$ cat src/rtl/dmem_arbiter.sv
// Two-port arbiter in front of a single-port, write-first data memory with a one-cycle read.
// Optional grant/conflict statistics are compiled in with `define DMEM_ARB_STATS_EN.
module dmem_arbiter #(
    parameter int DATA_WIDTH = 64,
    parameter int ADDR_WIDTH = DATA_WIDTH,
    parameter int DATA_BYTES = DATA_WIDTH / 8,
    parameter int MAX_WAIT   = 8
) (
    input  logic                  clk,
    input  logic                  rst,
    input  logic                  p0_req,
    input  logic                  p0_lock,
    input  logic [ADDR_WIDTH-1:0] p0_addr,
    input  logic [DATA_WIDTH-1:0] p0_wdata,
    input  logic [DATA_BYTES-1:0] p0_wen,
    output logic                  p0_gnt,
    output logic                  p0_rvalid,
    output logic [DATA_WIDTH-1:0] p0_rdata,
    input  logic                  p1_req,
    input  logic                  p1_lock,
    input  logic [ADDR_WIDTH-1:0] p1_addr,
    input  logic [DATA_WIDTH-1:0] p1_wdata,
    input  logic [DATA_BYTES-1:0] p1_wen,
    output logic                  p1_gnt,
    output logic                  p1_rvalid,
    output logic [DATA_WIDTH-1:0] p1_rdata,
    output logic [ADDR_WIDTH-1:0] m_addr,
    output logic [DATA_WIDTH-1:0] m_wdata,
    output logic [DATA_BYTES-1:0] m_wen,
    input  logic [DATA_WIDTH-1:0] m_rdata,
    output logic [1:0]            dbg_state
`ifdef DMEM_ARB_STATS_EN
    ,
    output logic [31:0]           o_gnt0_cnt,
    output logic [31:0]           o_gnt1_cnt,
    output logic [31:0]           o_conflict_cnt
`endif
);

    localparam int WCW = $clog2(MAX_WAIT + 1);
    localparam logic [WCW-1:0] MAX_WAIT_W = WCW'(MAX_WAIT);

    typedef enum logic [1:0] {
        ST_ARB   = 2'd0,
        ST_LOCK0 = 2'd1,
        ST_LOCK1 = 2'd2
    } state_t;

    state_t         state, state_d;
    logic [WCW-1:0] wait_cnt;
    logic           rsp_valid;
    logic           rsp_port;
    logic [DATA_WIDTH-1:0] p0_rdata_q, p1_rdata_q;

    assign dbg_state = state;

    // Handshake: a requester holds req and its payload stable until gnt; gnt high in a
    // cycle means that beat is presented to memory this cycle, and its response
    // (rvalid, one cycle wide) follows exactly one cycle later. There is no backpressure.
    always_comb begin
        p0_gnt = 1'b0;
        p1_gnt = 1'b0;
        if (!rst) begin
            case (state)
                ST_ARB: begin
                    if (p1_req && wait_cnt == MAX_WAIT_W) p1_gnt = 1'b1;
                    else if (p0_req)                      p0_gnt = 1'b1;
                    else if (p1_req)                      p1_gnt = 1'b1;
                end
                ST_LOCK0: p0_gnt = p0_req;
                ST_LOCK1: p1_gnt = p1_req;
                default: ;
            endcase
        end
    end

    // A lock only takes effect on a granted beat; anything else falls back to ARB.
    always_comb begin
        state_d = ST_ARB;
        if (p0_gnt && p0_lock)      state_d = ST_LOCK0;
        else if (p1_gnt && p1_lock) state_d = ST_LOCK1;
    end

    always_comb begin
        m_addr  = '0;
        m_wdata = '0;
        m_wen   = '0;
        if (p0_gnt) begin
            m_addr  = p0_addr;
            m_wdata = p0_wdata;
            m_wen   = p0_wen;
        end else if (p1_gnt) begin
            m_addr  = p1_addr;
            m_wdata = p1_wdata;
            m_wen   = p1_wen;
        end
    end

    always_ff @(posedge clk or posedge rst) begin
        if (rst) begin
            state      <= ST_ARB;
            wait_cnt   <= '0;
            rsp_valid  <= 1'b0;
            rsp_port   <= 1'b0;
            p0_rdata_q <= '0;
            p1_rdata_q <= '0;
        end else begin
            state     <= state_d;
            rsp_valid <= p0_gnt | p1_gnt;
            rsp_port  <= p1_gnt;
            if (!p1_req || p1_gnt)        wait_cnt <= '0;
            else if (wait_cnt != MAX_WAIT_W) wait_cnt <= wait_cnt + WCW'(1);
            if (p0_rvalid) p0_rdata_q <= m_rdata;
            if (p1_rvalid) p1_rdata_q <= m_rdata;
        end
    end

    // Memory data is steered straight through in the response cycle, then held.
    assign p0_rvalid = rsp_valid && !rsp_port;
    assign p1_rvalid = rsp_valid && rsp_port;
    assign p0_rdata  = p0_rvalid ? m_rdata : p0_rdata_q;
    assign p1_rdata  = p1_rvalid ? m_rdata : p1_rdata_q;

`ifdef DMEM_ARB_STATS_EN
    always_ff @(posedge clk or posedge rst) begin
        if (rst) begin
            o_gnt0_cnt     <= '0;
            o_gnt1_cnt     <= '0;
            o_conflict_cnt <= '0;
        end else begin
            if (p0_gnt) o_gnt0_cnt <= o_gnt0_cnt + 32'd1;
            if (p1_gnt) o_gnt1_cnt <= o_gnt1_cnt + 32'd1;
            if (p0_req && p1_req && (p0_gnt ^ p1_gnt))
                o_conflict_cnt <= o_conflict_cnt + 32'd1;
        end
    end
`endif

endmodule

$ cat config.mk
export PLATFORM = sky130hd
export DESIGN_NAME = dmem_arbiter
export DESIGN_NICKNAME = d
export VERILOG_FILES = /design/src/rtl/dmem_arbiter.sv
export SDC_FILE = /design/constraint.sdc
export NUM_CORES = 1
export LEC_CHECK = 0
export CORE_AREA = 3 3 236 238
export CTS_BUF_LIST = sky130_fd_sc_hd__clkbuf_8 sky130_fd_sc_hd__clkbuf_16
export DETAILED_ROUTE_END_ITERATION = 10
export DIE_AREA = 0 0 239 241
export PLACE_DENSITY = 0.43
export SYNTH_ARGS = -nofsm -noshare
export SYNTH_HDL_FRONTEND = slang
export SYNTH_SLANG_ARGS = --single-unit
$ cat constraint.sdc
create_clock -name clk -period 5.8 [get_ports clk]
set_input_delay 1.45 -clock clk [delete_from_list [all_inputs] [get_ports clk]]
set_output_delay 1.45 -clock clk [all_outputs]
set_load 0.005 [all_outputs]
=== Word level (Yosys, flattened, before mapping) ===
Cells that the tools add are included.

* Input port bits: 342
* Bits in writable memories: 0
* Register bits: 136
* Memories kept: 0
* Logic and storage cells: 43
* Memory bits (read-only): 0
* Latch bits: 0

* Reduce and logical (&&, ||, !) cells: 10
* Multiply operators: 0
* Order comparisons: 0
* Shifts and indexed selects: 0
* Add/subtract/negate cells: 1
* Bitwise operators: 1
* Div/mod/pow operators: 0
* Multiplexer cells: 21
* Eq/ne operators: 4

{| class="wikitable"
|+ Operators with widths
! operator !! count
|-
| $mux W64 || 6
|-
| $mux W8 || 2
|-
| $mux W4 || 2
|-
| $mux W1 || 7
|-
| $logic_and A1 B1 Y1 || 5
|-
| $add A4 B1 Y4 const B || 1
|-
| $eq A4 B4 Y1 const B || 1
|-
| $mux W2 || 2
|-
| $ne A4 B4 Y1 const B || 1
|-
| $pmux W1 S2 || 2
|-
| $eq A2 B1 Y1 const B || 1
|-
| $eq A2 B2 Y1 const B || 1
|-
| $logic_not A1 Y1 || 2
|-
| $logic_not A2 Y1 || 1
|-
| $reduce_bool A2 Y1 || 1
|-
| $logic_or A1 B1 Y1 || 1
|-
| $or A1 B1 Y1 || 1
|}

=== Depth between registers and ports, before layout ===
* Depth after elaboration: 8
* Gate-level depth with buffers: 7

=== Least setup slack after synthesis ===
Ideal clock, no wire load.

* Path type: input port to output port
* From: in p0_req
* To: out m_addr[62]
* Stages on the path: 6
* Buffers on the path: 3
* Required time: 4.350 ns
* Slack: 1.952 ns
* Data arrival time: 2.398 ns
* Path through: nor2b_4 -> buf_6 -> buf_6 -> buf_2 -> a211o_1 -> a21oi_1

* Cells in the longest elaborated chain, start to end: 6
* Elaborated cells on any way between the ends: 10
* Classes of those cells: mux (10)

{| class="wikitable"
|+ Ends and longest elaborated chain
! element !! RTL line !! source
|-
| start: declaration || 11 || <nowiki>input logic p0_req,</nowiki>
|-
| $mux W1 || 67 || <nowiki>else if (p0_req) p0_gnt = 1'b1;</nowiki>
|-
| $mux W1 || 66 || <nowiki>if (p1_req && wait_cnt == MAX_WAIT_W) p1_gnt = 1'b1;</nowiki>
|-
| $pmux W1 S2 || 64 || <nowiki>case (state)</nowiki>
|-
| $mux W1 || 63 || <nowiki>if (!rst) begin</nowiki>
|-
| $mux W64 || 92 || <nowiki>end else if (p1_gnt) begin</nowiki>
|-
| $mux W64 * || 88 || <nowiki>if (p0_gnt) begin</nowiki>
|-
| end: declaration || 27 || <nowiki>output logic [ADDR_WIDTH-1:0] m_addr,</nowiki>
|}

Every way passes the cells marked *; elsewhere a longest branch is shown, timed or not.

=== Final worst setup path ===
* From: in p1_req
* To: out m_wdata[17]

* Cells in the longest elaborated chain, start to end: 7
* Elaborated cells on any way between the ends: 11
* Classes of those cells: mux (10); reduce/logical (1)

{| class="wikitable"
|+ Ends and longest elaborated chain
! element !! RTL line !! source
|-
| start: declaration || 19 || <nowiki>input logic p1_req,</nowiki>
|-
| $mux W1 || 68 || <nowiki>else if (p1_req) p1_gnt = 1'b1;</nowiki>
|-
| $mux W1 || 67 ||
|-
| $mux W1 || 66 ||
|-
| $pmux W1 S2 || 64 ||
|-
| $mux W1 || 63 ||
|-
| $mux W64 || 92 ||
|-
| $mux W64 * || 88 ||
|-
| end: declaration || 28 || <nowiki>output logic [DATA_WIDTH-1:0] m_wdata,</nowiki>
|}

Marks and branches as above.

==> impl_metrics.tcl <==
set metrics [dict create \
    use_met2_pct 26.1 \
    r2r-end "dbg_state[0]$_DFF_PP0_" \
    fmax_ghz 0.192 \
    tightest_slew_ns 0.992 \
    critPathKind "in2out" \
    insertion_delay_ns 0.43 \
    post-dp-hpwl_mm 36.0 \
    rows 85 \
    drv_cap 0 \
    track_usage_pct 15.3 \
    start_util_pct 17.0 \
    cp.arrival_ns 3.75 \
    vias_per_cell 4.38 \
    status "finished, final reports clean" \
    drt_pass1_iterations 4 \
    use_met1_pct 17.7 \
    clock-sinks 136 \
    cts_root_buf "clkbuf_16" \
    synth_fp_nets 1307 \
    cp_cell_sequence "clkdlybuf4s50_1, nand2b_4, buf_12, buf_12, a211o_1, a21oi_1, clkdlybuf4s50_1" \
    yosysSeqAreaShare_pct 37.1 \
    gr-total-overflow 0 \
    cp-end-kind "output pin" \
    synth_cell_types 33 \
    io_pins 612 \
    drc 0 \
    finalSetupTns_ns 0 \
    die_h_um 241 \
    grt_first_pass_wirelength_mm 66.7 \
    crit_path_max_fanout 42 \
    peakVddDrop_mv 0.194 \
    hold_violations 0 \
    numCtsBuffers 17 \
    grt_antenna_before_repair 12 \
    slowest_delay_ns 0.57 \
    grt_most_used_layer "met2" \
    vias 9732 \
    period_share_pct 89.6 \
    slew-limit-headroom_pct 33.9 \
    placed_area_um2 15800 \
    wl_per_cell_um 21.1 \
    postCtsSetupRepairBufs 0 \
    path_clk_slew_ns 0.05 \
    crit_required_ns 4.35 \
    reg2reg_from "wait_cnt[0]$_DFFE_PP0P_" \
    worst_hold_path.endpoint "p0_rdata_q[56]$_DFF_PP0_" \
    ctsResizeCount 0 \
    cellPowerDensity_nw_per_um2 225 \
    core_area_um2 53800 \
    area_delta_synth_final_pct 79.6 \
    ctsHoldBuffers 0 \
    fin_crit_ns 5.20 \
    fin_skew_ns 0.0148 \
    holdPathStages 1 \
    fill_cells 5701 \
    netlist_area_um2 9160 \
    rsz0062_at_grt "false" \
    grt_max_degree 101 \
    crit_slowest_cell "clkdlybuf4s50_1" \
    grt_pass1_vias 9941 \
    rrSetupSlack_ns 3.48 \
    ys_seq_elements 136 \
    avgSynthCellArea_um2 9.52 \
    start_kind "input port" \
    ant_nets 0 \
    finalMaxSlewViolations 0 \
    dp_worst_setup_slack_ns 0.571 \
    final_cell_mix "clkdlybuf4s50_1, inv_1, a21oi_1" \
    grtUsageMet3_pct 5.85 \
    final_common_cell "clkdlybuf4s50_1" \
    hold_class "reg2reg" \
    min-delay-start "p0_rdata_q[56]$_DFF_PP0_" \
    cts_tree "yes" \
    crit_buf_inv 4 \
    setup_viol 0 \
    io_buffers 611 \
    cts.path.max_buffers 2 \
    num-nets-final 1846 \
    final_area_um2 16500 \
    place.gp.congestion 0.852 \
    die_w_um 239 \
    numPlacedInstances 2179 \
    ys_warn_count 0 \
    wl_mm 46.9 \
    path_delay_family "buffers and inverters" \
    worst-r2r-cell-count 6 \
    drive_above_1_share_pct 13.0 \
    cts_max_level 4 \
    synth_cells 963 \
    fin_hold_ws_ns 0.492 \
    leakage_nw 6.44 \
    setup_slack_ns 0.602 \
    dieArea_um2 57600 \
    stdcell_count 2221 \
    drt_iter0_markers 443 \
]
==> area by class of cell <==
cell class                 count  area (um^2)  area share (%)
timing repair buffer         642         6470            39.3
multi-input combinational    564         4560            27.7
sequential                   136         3400            20.7
tap                          696          871            5.29
inverter                     141          534            3.25
clock buffer                  22          494            3.00
clock inverter                10         93.8           0.570
antenna                       10         25.0           0.152
==> state kept, by name, summed over array words and instances (netlist names) <==
name,cells
rsp_valid,1
p1_rdata_q,64
dbg_state,2
rsp_port,1
wait_cnt,4
p0_rdata_q,64
==> cell usage after synthesis <==
master     count  area share [%]
inv_1        141             5.8
a21oi_1      137             7.5
a211o_1      136              13
dfrtp_1      136              37
o211ai_1     136              11
mux2_2       128              16
clkbuf_1      47             1.9
buf_2         37             2.0
buf_6         17             2.1
buf_4         14             1.1
buf_1          7            0.29
nand2_1        3            0.12
ha_1           2            0.27
nand2b_1       2            0.14
nor2_1         2           0.082
a211oi_1       1           0.082
and2_1         1           0.068
and3_1         1           0.068
and3b_1        1           0.096
mux2i_1        1            0.11
nand3_1        1           0.055
nand3b_4       1            0.22
nor2b_1        1           0.068
nor2b_4        1            0.15
nor3_1         1           0.055
nor3b_1        1           0.082
nor4_1         1           0.068
o2111ai_1      1           0.096
o21ai_0        1           0.055
o32ai_1        1           0.096
o41ai_1        1           0.096
xnor2_1        1           0.096
xor2_1         1           0.096
==> per-stage QoR <==
stage | total power, W | util (%)
6_report | 0.00371 | 30.6
5_1_grt | 0.00393 | 30.6
4_1_cts | 0.00380 | 30.5
3_5_place_dp | 0.00269 | 29.4
3_3_place_gp | 0.00267 | 29.4
2_1_floorplan | 0.00174 | -
==> how the worst max path moves through the flow <==
stage,startpoint,to,slack (ns),cells after the start
global route,p1_req,m_wdata[35],0.43,7
finish,p1_req,m_wdata[17],0.60,7
detailed placement,p1_req,m_wdata[28],0.57,7
floorplan,rst,dbg_state[0]$_DFF_PP0_,0.36,3
global placement,p1_req,m_wdata[28],0.58,7
CTS,p1_req,m_wdata[28],0.55,7
==> per-layer routing <==
metal / vias up / part of all wire, %
met5: - / 0.058
met4: 4 / 1.8
met3: 41 / 8.8
met2: 389 / 50
met1: 4703 / 40
li1: 4595 / -
==> power breakdown <==
group / switching [W] / internal [W] / total (W)
Sequential: 0.0000465 / 0.00115 / 0.00120
Combinational: 0.000551 / 0.000895 / 0.00145
Clock: 0.000419 / 0.000646 / 0.00107
==> cells by family after synthesis <==
family                     synth area share (%)
muxes                                      15.8
xor gates and xnor gates                  0.191
DFF                                        37.1
buffers and inverters                      13.2
and+or+nand+nor                            1.27
adders and majority gates                 0.273
AOI/OAI and AO/OA                          32.0
Power figures use the tool's default switching activity.
